`config.mk`:
```
export PLATFORM = sky130hd
export DESIGN_NAME = mips_btb_port_arbiter
export DESIGN_NICKNAME = d
export VERILOG_FILES = /design/src/rtl/mips_btb_port_arbiter.sv
export SDC_FILE = /design/constraint.sdc
export NUM_CORES = 1
export LEC_CHECK = 0
export ABC_AREA = 1
export BUFFER_PORTS_ARGS = -buffer_cell sky130_fd_sc_hd__buf_2
export CELL_PAD_IN_SITES_DETAIL_PLACEMENT = 1
export CELL_PAD_IN_SITES_GLOBAL_PLACEMENT = 1
export CORE_ASPECT_RATIO = 2
export CORE_MARGIN = 2
export CORE_UTILIZATION = 45
export CTS_CLUSTER_SIZE = 40
export DETAILED_ROUTE_END_ITERATION = 16
export GPL_TIMING_DRIVEN = 1
export PLACE_DENSITY = 0.76
export REMOVE_ABC_BUFFERS = 1
export SLEW_MARGIN = 30
export SYNTH_ARGS = -nofsm -noshare
export SYNTH_HDL_FRONTEND = slang
export SYNTH_SLANG_ARGS = --single-unit
```
`constraint.sdc`:
```
create_clock -name clk -period 5.6 [get_ports clk]
set_input_delay 0.28 -clock clk [delete_from_list [all_inputs] [get_ports clk]]
set_output_delay 0.28 -clock clk [all_outputs]
set_load 0.01 [all_outputs]
```
`src/rtl/mips_btb_port_arbiter.sv`:
```
// mips_btb_port_arbiter
//   Shares the single-ported BTB between fetch-stage lookups and EX-stage
//   target updates. Lookups win by default. Updates wait in a small FIFO and
//   are written back in cycles where fetch does not read. An update to an
//   address that is already queued replaces that entry's target. When the
//   FIFO fills, or an update has waited STARVE_LIMIT cycles, fetch is stalled
//   and the FIFO is drained down to DRAIN_LOW entries.
//
// Ports:
//   clk, rst_b          clock, asynchronous active-low reset
//   lookup_req/addr     fetch read request and PC (word address)
//   lookup_grant        read issued to the BTB this cycle (combinational)
//   fetch_stall         fetch must hold its PC while a forced drain runs
//   upd_valid/addr/     EX update request: branch PC and resolved target
//   upd_target
//   upd_ready           update accepted when upd_valid && upd_ready
//   btb_rd_en/wr_en     BTB read / write strobes (never both)
//   btb_addr            BTB address for the read or the write
//   btb_wr_data         BTB write data (0 when not writing)
//   fifo_count          number of queued updates
module mips_btb_port_arbiter #(
  parameter int DEPTH        = 4,
  parameter int STARVE_LIMIT = 8,
  parameter int DRAIN_LOW    = 1,
  parameter int AW           = 30
) (
  input  logic                     clk,
  input  logic                     rst_b,
  input  logic                     lookup_req,
  input  logic [AW-1:0]            lookup_addr,
  output logic                     lookup_grant,
  output logic                     fetch_stall,
  input  logic                     upd_valid,
  input  logic [AW-1:0]            upd_addr,
  input  logic [AW-1:0]            upd_target,
  output logic                     upd_ready,
  output logic                     btb_rd_en,
  output logic                     btb_wr_en,
  output logic [AW-1:0]            btb_addr,
  output logic [AW-1:0]            btb_wr_data,
  output logic [$clog2(DEPTH):0]   fifo_count
);

  localparam int PW = $clog2(DEPTH);
  localparam int CW = PW + 1;
  localparam int SW = $clog2(STARVE_LIMIT + 1);

  localparam logic [CW-1:0] DEPTH_C     = CW'(DEPTH);
  localparam logic [CW-1:0] DRAIN_LOW_C = CW'(DRAIN_LOW);
  localparam logic [SW-1:0] STARVE_C    = SW'(STARVE_LIMIT);

  typedef enum logic [0:0] {
    ST_NORMAL = 1'b0,
    ST_FORCE  = 1'b1
  } state_t;

  state_t           state_r, state_nxt_s;
  logic [AW-1:0]    addr_q_r [DEPTH];
  logic [AW-1:0]    tgt_q_r  [DEPTH];
  logic [PW-1:0]    head_r, tail_r;
  logic [CW-1:0]    count_r, count_nxt_s;
  logic [SW-1:0]    starve_r;

  logic             empty_s;
  logic             pop_s;
  logic             accept_s;
  logic             hit_s;
  logic [PW-1:0]    hit_idx_s;
  logic             push_new_s;

  assign empty_s    = (count_r == {CW{1'b0}});
  assign upd_ready  = (count_r < DEPTH_C);
  assign accept_s   = upd_valid && upd_ready;
  // A write drains the head: always in FORCE, otherwise only when fetch is idle.
  assign pop_s      = !empty_s && ((state_r == ST_FORCE) || !lookup_req);
  assign push_new_s = accept_s && !hit_s;
  assign count_nxt_s = count_r + CW'(push_new_s) - CW'(pop_s);

  // Coalesce search over occupied slots; the head is skipped when it leaves this cycle.
  always_comb begin
    logic [PW-1:0] off_v;
    hit_s     = 1'b0;
    hit_idx_s = {PW{1'b0}};
    off_v     = {PW{1'b0}};
    for (int j = 0; j < DEPTH; j++) begin
      off_v = PW'(j) - head_r;
      if (({1'b0, off_v} < count_r) && !(pop_s && (off_v == {PW{1'b0}})) &&
          (addr_q_r[j] == upd_addr) && !hit_s) begin
        hit_s     = 1'b1;
        hit_idx_s = PW'(j);
      end else begin
        hit_s     = hit_s;
      end
    end
  end

  // BTB port mux: read for fetch in NORMAL, otherwise the head write if any.
  always_comb begin
    fetch_stall  = (state_r == ST_FORCE);
    btb_rd_en    = lookup_req && (state_r == ST_NORMAL);
    lookup_grant = btb_rd_en;
    btb_wr_en    = pop_s;
    if (pop_s) begin
      btb_addr    = addr_q_r[head_r];
      btb_wr_data = tgt_q_r[head_r];
    end else begin
      btb_addr    = lookup_addr;
      btb_wr_data = {AW{1'b0}};
    end
  end

  // Drain-mode next state; entry is decided on the registered count and starve counter.
  always_comb begin
    state_nxt_s = state_r;
    case (state_r)
      ST_NORMAL: begin
        if ((count_r == DEPTH_C) || (starve_r == STARVE_C)) begin
          state_nxt_s = ST_FORCE;
        end else begin
          state_nxt_s = ST_NORMAL;
        end
      end
      ST_FORCE: begin
        if (count_nxt_s <= DRAIN_LOW_C) begin
          state_nxt_s = ST_NORMAL;
        end else begin
          state_nxt_s = ST_FORCE;
        end
      end
      default: state_nxt_s = ST_NORMAL;
    endcase
  end

  // Control state: drain FSM, FIFO pointers/count and starvation counter.
  always_ff @(posedge clk or negedge rst_b) begin
    if (!rst_b) begin
      state_r  <= ST_NORMAL;
      head_r   <= {PW{1'b0}};
      tail_r   <= {PW{1'b0}};
      count_r  <= {CW{1'b0}};
      starve_r <= {SW{1'b0}};
    end else begin
      state_r <= state_nxt_s;
      count_r <= count_nxt_s;
      if (pop_s) begin
        head_r <= head_r + 1'b1;
      end
      if (push_new_s) begin
        tail_r <= tail_r + 1'b1;
      end
      if (pop_s || empty_s) begin
        starve_r <= {SW{1'b0}};
      end else if (starve_r < STARVE_C) begin
        starve_r <= starve_r + 1'b1;
      end
    end
  end

  // Entry storage: new pushes land at the tail, coalesced updates overwrite in place.
  always_ff @(posedge clk) begin
    if (push_new_s) begin
      addr_q_r[tail_r] <= upd_addr;
      tgt_q_r[tail_r]  <= upd_target;
    end
    if (accept_s && hit_s) begin
      tgt_q_r[hit_idx_s] <= upd_target;
    end
  end

  assign fifo_count = count_r;

endmodule

```
==> results of run 1 <==
==> cells in the mapped netlist (all sizes together) <==
master	count
nor2	296
edfxtp	240
nand2	232
o21ai	138
inv	115
a21oi	67
clkbuf	49
xnor2	40
a31oi	32
xor2	24
nand3	18
ha	16
buf	12
dfrtp	12
nand4	5
and2	2
a22oi	1
a32o	1
clkinv	1
fa	1
nand3b	1
nor2b	1
o211ai	1
o22ai	1
or2	1
==> routing by layer <==
layer	share of wire (%)	vias to the layer above
li1	-	4670
met1	41	4827
met2	53	214
met3	3.6	47
met4	2.0	0
met5	0	-
==> final timing paths <==
check                      cells past startpoint             to  slack (ns)     startpoint
hold / removal                                 1  tgt_q_r[0][7]       0.009  upd_target[7]
max in group asynchronous                      2      head_r[0]        5.14          rst_b
hold reg to reg                                2      tail_r[1]        0.56      tail_r[1]
setup reg to reg                              22    fetch_stall        1.40  fifo_count[2]
min in group asynchronous                      2      head_r[0]        0.19          rst_b
setup / recovery                              22    fetch_stall        1.40  fifo_count[2]
==> kinds of logic after synthesis <==
family	after synthesis	synth area share [%]
compound gates	241	10.1
flops	252	60.6
buf+inv	177	5.47
xor+xnor	64	4.52
fa+ha+maj	17	1.78
simple gates	556	17.5
==> layout make-up <==
cell class,count,share of cell area (%)
clock buffer,27,4.03
clock inverter,12,0.923
inverter,116,3.00
multi-input combinational,878,29.0
sequential,252,51.3
tap,352,3.01
timing repair buffer,204,8.72
==> flip-flops by register name (all words and copies together), names as in the netlist <==
register / count
tgt_q_r: 120
head_r: 2
tail_r: 2
addr_q_r: 120
fifo_count: 3
starve_r: 4
fetch_stall: 1
==> power by group through the flow <==
stage / Sequential, mW / Combinational (mW) / Clock, mW
after floorplan: 2.63 / 1.58 / 0
after global placement: 2.55 / 2.68 / 0
after detailed placement: 2.57 / 2.80 / 0
after CTS: 2.53 / 2.84 / 1.60
after global routing: 2.56 / 3.15 / 1.65
final: 2.53 / 2.82 / 1.57
==> worst max-delay path, cell delays in order, from the launching register on <==
cell     delay [ns]
dfrtp_1        0.48
inv_2          0.14
nand2_2        0.14
nand2_4        0.29
inv_4          0.61
nand2_1        0.11
nand2_1        0.10
inv_1          0.05
nand3_2        0.07
nor2_2         0.06
nor2_2         0.16
inv_2          0.07
nor2_4         0.11
nand2_2        0.16
ha_1           0.33
inv_1          0.06
ha_1           0.14
inv_1          0.05
fa_1           0.38
xnor2_1        0.24
xor2_1         0.12
o22ai_1        0.17
inv_1          0.05
==> timing repair <==
action / CTS / global route
hold buffers: 29 / 0
endpoints found under the setup margin: 0 / 0
hold endpoints to repair: 121 / 0
==> run_results.csv, run 1 <==
group,metric,value,unit
detailed_routing,routed_via_density,5.30,
pwr,p_int,4.19,mW
global_route,grt_overflow_total,0,
placement,gp_congestion,0.847,
pwr,p_per_area,473,nW/um2
floorplan,rows,86,
floorplan,core_area,27300,um2
clocking,path_clk_slew,0.07,ns
pwr,power_frac_clock,22.7,%
global_route,antenna_found_initial,0,
floorplan,die_h,239,um
global_route,first_global_vias,10300,
clocking,h-tree-depth,1,
sta,hold_viol,0,
placement,dp.cells,1771,
global_route,grt_max_degree,80,
logic_synthesis,synth_cells,1307,
sta,finalHoldWorstSlack,0.00851,ns
detailed_routing,antenna_left,0,
final_layout,final_common_cell,"nor2_1",
clocking,cts_sinks,252,
clocking,cts_root_buf,"clkbuf_16",
sta,finalSetupViolations,0,
pwr,swShare,39.5,%
final_layout,seq_area,7510,um2
worst_setup_path,critPathLaunchType,"flop",
clocking,numCtsBuffers,22,
sta,worst_pin_slew,0.850,ns
final_layout,final_cell_mix,"nor2_1 (284), edfxtp_1 (240), nand2_1 (229)",
worst_setup_path,path_max_fanout,64,
detailed_routing,finalWirelength,35100,um
sta,rsz0062_at_grt,"false",
worst_hold_path,hp-class,"input port to flop",
sta,maxSlewViolCount,0,
final_layout,fin_nets,1585,
worst_setup_path,end_kind,"flop",
sta,setup_ws,1.40,ns
run_status,status,"finished, final reports clean",
sta,skew,0.0182,ns
pwr,switchingPower,2.73,mW
floorplan,dieArea,29000,um2
logic_synthesis,synthTopCellsByArea,"edfxtp_1 (58%), nor2_1 (8.8%), nand2_1 (6.9%)",
floorplan,ios,162,
final_layout,final_area,14600,um2
global_route,gr-usage-met1,30.3,%
sta,period_share,75.1,%
clocking,clockBufferDepth,3,
pwr,finalPower,6.92,mW
logic_synthesis,ys_seq_area_share,60.6,%
logic_synthesis,ys_seq_elements,252,
detailed_routing,vias,9758,
logic_synthesis,netlist_area,12400,um2
clocking,postCtsSetupBuffers,0,
sta,fmaxAchievable,238,MHz
global_route,busiest_layer,"met2",
clocking,insertion_delay,0.53,ns
final_layout,multi_input_area,4250,um2
final_layout,area_growth,18.1,%
placement,dp_hpwl,23600,um
pwr,worst_ir_drop_vdd,0.000419,V
final_layout,postLayoutCoreUtil,53.6,%
global_route,grt_pass1_wl,55000,um
pwr,seq_power_share,36.6,%
final_layout,finalNonFillerCells,1841,
detailed_routing,drc,0,
worst_setup_path,crit_type,"flop to flop",
final_layout,drive_gt1_share,15.6,%
final_layout,n_fill_cell,3152,
floorplan,die_w,121,um
worst_setup_path,worstPathArrival,4.61,ns
logic_synthesis,yosys_warnings,0,
final_layout,n_antenna_cell,0,
worst_setup_path,critPathRequiredTime,6.01,ns
detailed_routing,wl_per_cell,19.1,um
flow_run,maxCapViolCount,0,
placement,dpl_cell_area,13600,um2
detailed_routing,drtPass1Iterations,5,
floorplan,floorplan.initialDensity,45.3,%
logic_synthesis,synth_top_area_cell,"edfxtp_1",
logic_synthesis,synth_area_per_cell,9.48,um2
pwr,combPwrFrac,40.7,%
logic_synthesis,synth_top_area_share,58.2,%
placement,place_ws,1.40,ns
global_route,grt_use_total,24.2,%
sta,relSlewSlack,43.3,%
global_route,gr-usage-met2,44.3,%
sta,tns,0,ns
global_route,grt_util_met3,2.03,%
sta,fin_crit,4.20,ns
clocking,cts_tree,"done",
placement,port_buffers,161,
detailed_routing,drt-initial-drc-count,585,
clocking,cts_resized,0,
pwr,p_leak,5.89,nW
logic_synthesis,synth.distinct_cells,36,
No activity file was read; power rests on OpenSTA's default activity.
==> inputs of run 2 (changes only) <==
--- a/config.mk
+++ b/config.mk
@@ -11,11 +11,11 @@
 export CELL_PAD_IN_SITES_GLOBAL_PLACEMENT = 1
 export CORE_ASPECT_RATIO = 2
 export CORE_MARGIN = 2
-export CORE_UTILIZATION = 45
+export CORE_UTILIZATION = 40
 export CTS_CLUSTER_SIZE = 40
 export DETAILED_ROUTE_END_ITERATION = 16
 export GPL_TIMING_DRIVEN = 1
-export PLACE_DENSITY = 0.76
+export PLACE_DENSITY = 0.72
 export REMOVE_ABC_BUFFERS = 1
 export SLEW_MARGIN = 30
 export SYNTH_ARGS = -nofsm -noshare
==> constraint.sdc (replaced) <==
create_clock -name clk -period 3.6 [get_ports clk]
set_input_delay 0.18 -clock clk [delete_from_list [all_inputs] [get_ports clk]]
set_output_delay 0.18 -clock clk [all_outputs]
set_load 0.01 [all_outputs]
==> run 2 against run 1 <==
Die area rose by 12%; critical path type unchanged; combinational power rose by 63%; register-to-register slack got worse by 1.3 ns; power rose by 57%.
==> run_results.csv, run 2 (synthesis gave the netlist of run 1 again) <==
group,metric,value,unit
pwr,finalPower,10.9,mW
worst_setup_path,cp.depth,20,
worst_setup_path,crit_type,"flop to flop",
worst_setup_path,cpMaxStageDelayCell,"dfrtp_4",
worst_hold_path,min_to,"addr_q_r[3][15]",
sta,finalSetupViolations,0,
worst_setup_path,rr_startpoint,"head_r[0]",
worst_setup_path,path_buf_inv,5,
floorplan,dieArea,32500,um2
floorplan,die_h,253,um
final_layout,final_cell_mix,"nor2_1 (284), edfxtp_1 (240), nand2_1 (229)",
floorplan,die_w,128,um
detailed_routing,finalWirelength,35600,um
worst_hold_path,hold_start,"upd_addr[15]",
worst_setup_path,worstRegToRegCells,20,
final_layout,n_antenna_cell,0,
sta,relSlewSlack,42.7,%
detailed_routing,routed_via_density,5.18,
global_route,antenna_found_initial,0,
global_route,grt_pass1_wl,55900,um
worst_setup_path,end_kind,"flop",
clocking,numCtsBuffers,24,
final_layout,n_fill_cell,3475,
final_layout,seq_area,7510,um2
clocking,path_clk_slew,0.07,ns
worst_setup_path,critPathRequiredTime,4.02,ns
sta,period_share,95.9,%
sta,fin_crit,3.45,ns
clocking,cts_root_buf,"clkbuf_16",
sta,worst_pin_slew,0.859,ns
pwr,p_leak,6.06,nW
sta,fmaxAchievable,290,MHz
floorplan,core_area,30600,um2
detailed_routing,antenna_left,0,
clocking,cts_tree,"done",
final_layout,reg_top3,"addr_q_r (120), tgt_q_r (120), starve_r (4)",
flow_run,maxCapViolCount,0,
sta,hold_viol,0,
sta,tns,0,ns
final_layout,area_growth,21.6,%
detailed_routing,drc,0,
run_status,status,"finished, final reports clean",
placement,port_buffers,161,
worst_setup_path,crit_chain,"clkinv_2, ha_1, inv_1, ha_1, a31oi_1, nand2_1, nor2_1, nand3_1, nand2_1, nor2_4, nand2_2, ha_1, inv_1, ha_1, inv_1, fa_1, xnor2_1, xor2_1, o22ai_1, inv_1",
placement,dpl_cell_area,13700,um2
global_route,grt_use_total,22.0,%
detailed_routing,drtPass1Iterations,4,
sta,maxSlewViolCount,0,
final_layout,fin_nets,1626,
worst_setup_path,critPathLaunchType,"flop",
global_route,grt_max_degree,108,
global_route,grt_overflow_total,0,
clocking,insertion_delay,0.54,ns
worst_setup_path,cpPeakStageDelay,0.42,ns
sta,skew,0.0203,ns
clocking,cts_sinks,252,
pwr,worst_ir_drop_vdd,0.000616,V
placement,dp_hpwl,23300,um
floorplan,ios,162,
clocking,h-tree-depth,1,
final_layout,multi_input_area,4250,um2
final_layout,postLayoutCoreUtil,49.2,%
sta,finalHoldWorstSlack,0.0261,ns
worst_hold_path,hp-class,"input port to flop",
detailed_routing,wl_per_cell,18.7,um
final_layout,final_area,15100,um2
clocking,clockBufferDepth,3,
final_layout,final_common_cell,"nor2_1",
floorplan,floorplan.initialDensity,40.5,%
worst_hold_path,holdPathStages,1,
detailed_routing,vias,9855,
pwr,p_per_area,723,nW/um2
worst_setup_path,cp_top_family,"adder cells",
global_route,first_global_vias,10500,
detailed_routing,drt-initial-drc-count,577,
worst_setup_path,regToRegSetupSlack,0.15,ns
floorplan,rows,91,
worst_setup_path,timing.rr.end,"fetch_stall",
worst_setup_path,path_max_fanout,3,
final_layout,drive_gt1_share,16.1,%
placement,gp_congestion,0.804,
worst_setup_path,worstPathArrival,3.88,ns
-- run 2: changes by cell type in the layout (fill, tap and decap cells not counted), sizes merged --
cell	before	now
dlygate4sd3	29	60
buf	175	183
clkinvlp	2	5
bufinv	3	1
clkinv	8	10
-- run 2: final cells by class --
type                            count  area share (%)
Clock buffer                       27            4.06
Multi-Input combinational cell    878            28.2
Tap cell                          372            3.09
Inverter                          116            2.91
Sequential cell                   252            49.9
Timing Repair Buffer              243            11.1
Clock inverter                     15           0.830
-- run 2: timing repair --
action	in CTS	in global routing
resized for setup	0	2
hold endpoints to repair	245	0
endpoints found under the setup margin	0	1
setup buffers	0	0
hold buffers	60	0
-- run 2: power breakdown --
part / internal, mW / total [mW] / switching [mW]
clock network: 1.30 / 2.41 / 1.11
registers: 3.68 / 3.89 / 0.203
logic: 1.54 / 4.60 / 3.06
-- run 2: routing by layer --
layer	global-route usage (%)	vias up	share of wire [%]
li1	-	4744	-
met3	2.16	46	3.6
met5	0	-	0
met2	40.1	219	53
met1	27.6	4846	42
met4	5.68	0	2.0
-- run 2: worst max-delay path by stage --
| stage | start | end | slack [ns] |
|---|---|---|---|
| 6_report | head_r[0] | fetch_stall | 0.15 |
| 3_5_place_dp | head_r[0] | fetch_stall | 0.22 |
| 3_3_place_gp | head_r[0] | fetch_stall | 0.37 |
| 5_1_grt | head_r[0] | fetch_stall | -0.02 |
| 2_1_floorplan | head_r[0] | tgt_q_r[3][0] | -3.62 |
| 4_1_cts | head_r[0] | fetch_stall | 0.21 |
-- run 2: stage by stage --
stage          setup slack [ns]  std cells
2_1_floorplan             -3.62       1246
5_1_grt                 -0.0238       1903
3_3_place_gp              0.369       1801
4_1_cts                   0.211       1903
3_5_place_dp              0.216       1801
6_report                  0.146       1903
==> inputs of run 3 (changes only) <==
--- a/config.mk
+++ b/config.mk
@@ -11,13 +11,12 @@
 export CELL_PAD_IN_SITES_GLOBAL_PLACEMENT = 1
 export CORE_ASPECT_RATIO = 2
 export CORE_MARGIN = 2
-export CORE_UTILIZATION = 40
+export CORE_UTILIZATION = 45
 export CTS_CLUSTER_SIZE = 40
 export DETAILED_ROUTE_END_ITERATION = 16
 export GPL_TIMING_DRIVEN = 1
-export PLACE_DENSITY = 0.72
+export PLACE_DENSITY = 0.76
 export REMOVE_ABC_BUFFERS = 1
-export SLEW_MARGIN = 30
 export SYNTH_ARGS = -nofsm -noshare
 export SYNTH_HDL_FRONTEND = slang
 export SYNTH_SLANG_ARGS = --single-unit
==> constraint.sdc (replaced) <==
create_clock -name clk -period 3.85 [get_ports clk]
set_input_delay 0.1925 -clock clk [delete_from_list [all_inputs] [get_ports clk]]
set_output_delay 0.1925 -clock clk [all_outputs]
set_load 0.1 [all_outputs]
==> run 3 against run 2 <==
Core utilization up 6.3 points; sequential share of layout area decreased by 0.34 points; worst setup slack better by 0.18 ns; routed wire length fell by 1.7%; final area rose by 0.66%; non-clock buffer count is 2 lower; global-route usage up 2.3 points; clock-buffer cell count increased by 3; flip-flop and latch count stayed put; via count up 0.31%; worst hold slack got worse by 0.022 ns; clock skew fell by 0.010 ns; critical path type is now flop to output port.
==> run_results.csv, run 3 (synthesis gave the netlist of run 1 again) <==
group,metric,value,unit
run_status,status,"finished, final reports clean",
detailed_routing,drt-initial-drc-count,564,
worst_hold_path,hp-class,"input port to flop",
sta,skew,0.0103,ns
final_layout,drive_gt1_share,16.0,%
worst_setup_path,worstPathArrival,3.33,ns
clocking,cts_tree,"done",
worst_setup_path,critPathRequiredTime,3.66,ns
detailed_routing,antenna_left,0,
clocking,cts_sinks,252,
final_layout,reg_top3,"addr_q_r (120), tgt_q_r (120), starve_r (4)",
sta,finalSetupViolations,0,
clocking,clockBufferDepth,3,
clocking,path_clk_slew,0.06,ns
floorplan,die_h,239,um
clocking,cts_root_buf,"clkbuf_16",
global_route,grt_pass1_wl,55000,um
final_layout,final_area,15200,um2
worst_setup_path,regToRegSetupSlack,0.39,ns
final_layout,postLayoutCoreUtil,55.5,%
worst_setup_path,end_kind,"output port",
worst_setup_path,worstRegToRegCells,21,
detailed_routing,wl_per_cell,18.6,um
worst_setup_path,path_buf_inv,4,
floorplan,ios,162,
detailed_routing,routed_via_density,5.25,
final_layout,n_antenna_cell,0,
sta,period_share,91.6,%
detailed_routing,drc,0,
sta,fin_crit,3.53,ns
global_route,grt_overflow_total,0,
global_route,grt_use_total,24.3,%
global_route,antenna_found_initial,0,
sta,hold_viol,0,
floorplan,floorplan.initialDensity,45.3,%
floorplan,rows,86,
worst_setup_path,crit_path_frequent_cell,"buf_4",
sta,fmaxAchievable,284,MHz
sta,finalHoldWorstSlack,0.00405,ns
sta,rsz0062_at_grt,"false",
worst_setup_path,path_max_fanout,104,
detailed_routing,finalWirelength,35000,um
worst_hold_path,holdPathStages,1,
worst_setup_path,crit_chain,"clkinv_2, buf_4, buf_4, o21ai_0, a21oi_1, buf_2",
placement,dpl_cell_area,13800,um2
worst_setup_path,cpPeakStageDelay,0.85,ns
floorplan,core_area,27300,um2
worst_setup_path,crit_type,"flop to output port",
final_layout,final_common_cell,"nor2_1",
final_layout,final_cell_mix,"nor2_1 (284), edfxtp_1 (240), nand2_1 (229)",
flow_run,maxCapViolCount,0,
worst_setup_path,critPathLaunchType,"flop",
sta,worst_pin_slew,1.02,ns
global_route,grt_max_degree,105,
floorplan,dieArea,29000,um2
sta,maxSlewViolCount,0,
placement,port_buffers,161,
final_layout,area_growth,22.4,%
clocking,h-tree-depth,1,
detailed_routing,drtPass1Iterations,5,
sta,relSlewSlack,31.7,%
detailed_routing,vias,9886,
floorplan,die_w,121,um
clocking,numCtsBuffers,24,
worst_setup_path,cpMaxStageDelayCell,"buf_4",
final_layout,fin_nets,1624,
worst_setup_path,cp.depth,6,
placement,dp_hpwl,23000,um
global_route,first_global_vias,10500,
placement,gp_congestion,0.833,
clocking,insertion_delay,0.53,ns
worst_setup_path,cp_top_family,"buffers and inverters",
final_layout,n_fill_cell,3129,
-- run 3: cell types whose count changed in the layout (fill, tap and decap cells not counted), sizes merged --
| cell | before | now |
|---|---|---|
| buf | 183 | 184 |
| clkbuf | 27 | 30 |
| bufinv | 1 | 2 |
| dlygate4sd3 | 60 | 57 |
| clkinv | 10 | 12 |
| clkinvlp | 5 | 0 |
-- run 3: per-layer routing --
metal	GRT usage, %	vias up	part of all wire, %
met5	0	-	0
met4	8.15	0	2.8
met3	2.70	65	4.0
met2	43.6	234	52
met1	30.3	4842	41
li1	-	4745	-
-- run 3: path summary, 6_finish.rpt --
check | startpoint | end
max | head_r[0] | btb_wr_data[0]
min | upd_addr[3] | addr_q_r[3][3]
max reg2reg | head_r[1] | fetch_stall
min reg2reg | tail_r[0] | tail_r[0]
max in group asynchronous | rst_b | head_r[0]
min in group asynchronous | rst_b | fifo_count[1]
-- run 3: layout make-up --
type / instances / area, um2 / share of cell area, %
clock buffer: 30 / 644 / 4.25
clock inverter: 13 / 111 / 0.734
timing repair buffer: 241 / 1770 / 11.7
inverter: 116 / 439 / 2.90
sequential: 252 / 7510 / 49.5
tap: 352 / 440 / 2.90
multi-input combinational: 878 / 4250 / 28.0
-- run 3: timing repair --
item / in CTS / in global routing
hold buffers: 57 / 0
setup buffers: 0 / 0
endpoints found under the hold margin: 233 / 0
resized for setup: 0 / 0
setup endpoints to repair: 0 / 0
-- run 3: through the flow --
step           setup WS [ns]  std cells  TNS, ns
5_1_grt                0.123       1882        0
6_report               0.324       1882        0
3_3_place_gp           0.570       1782        0
3_5_place_dp           0.468       1782        0
2_1_floorplan          -3.38       1246  -912.88
4_1_cts                0.293       1882        0
Power of run 3 is not shown: default switching activity piles up to over one toggle a cycle in this logic, so the estimate is an artifact.
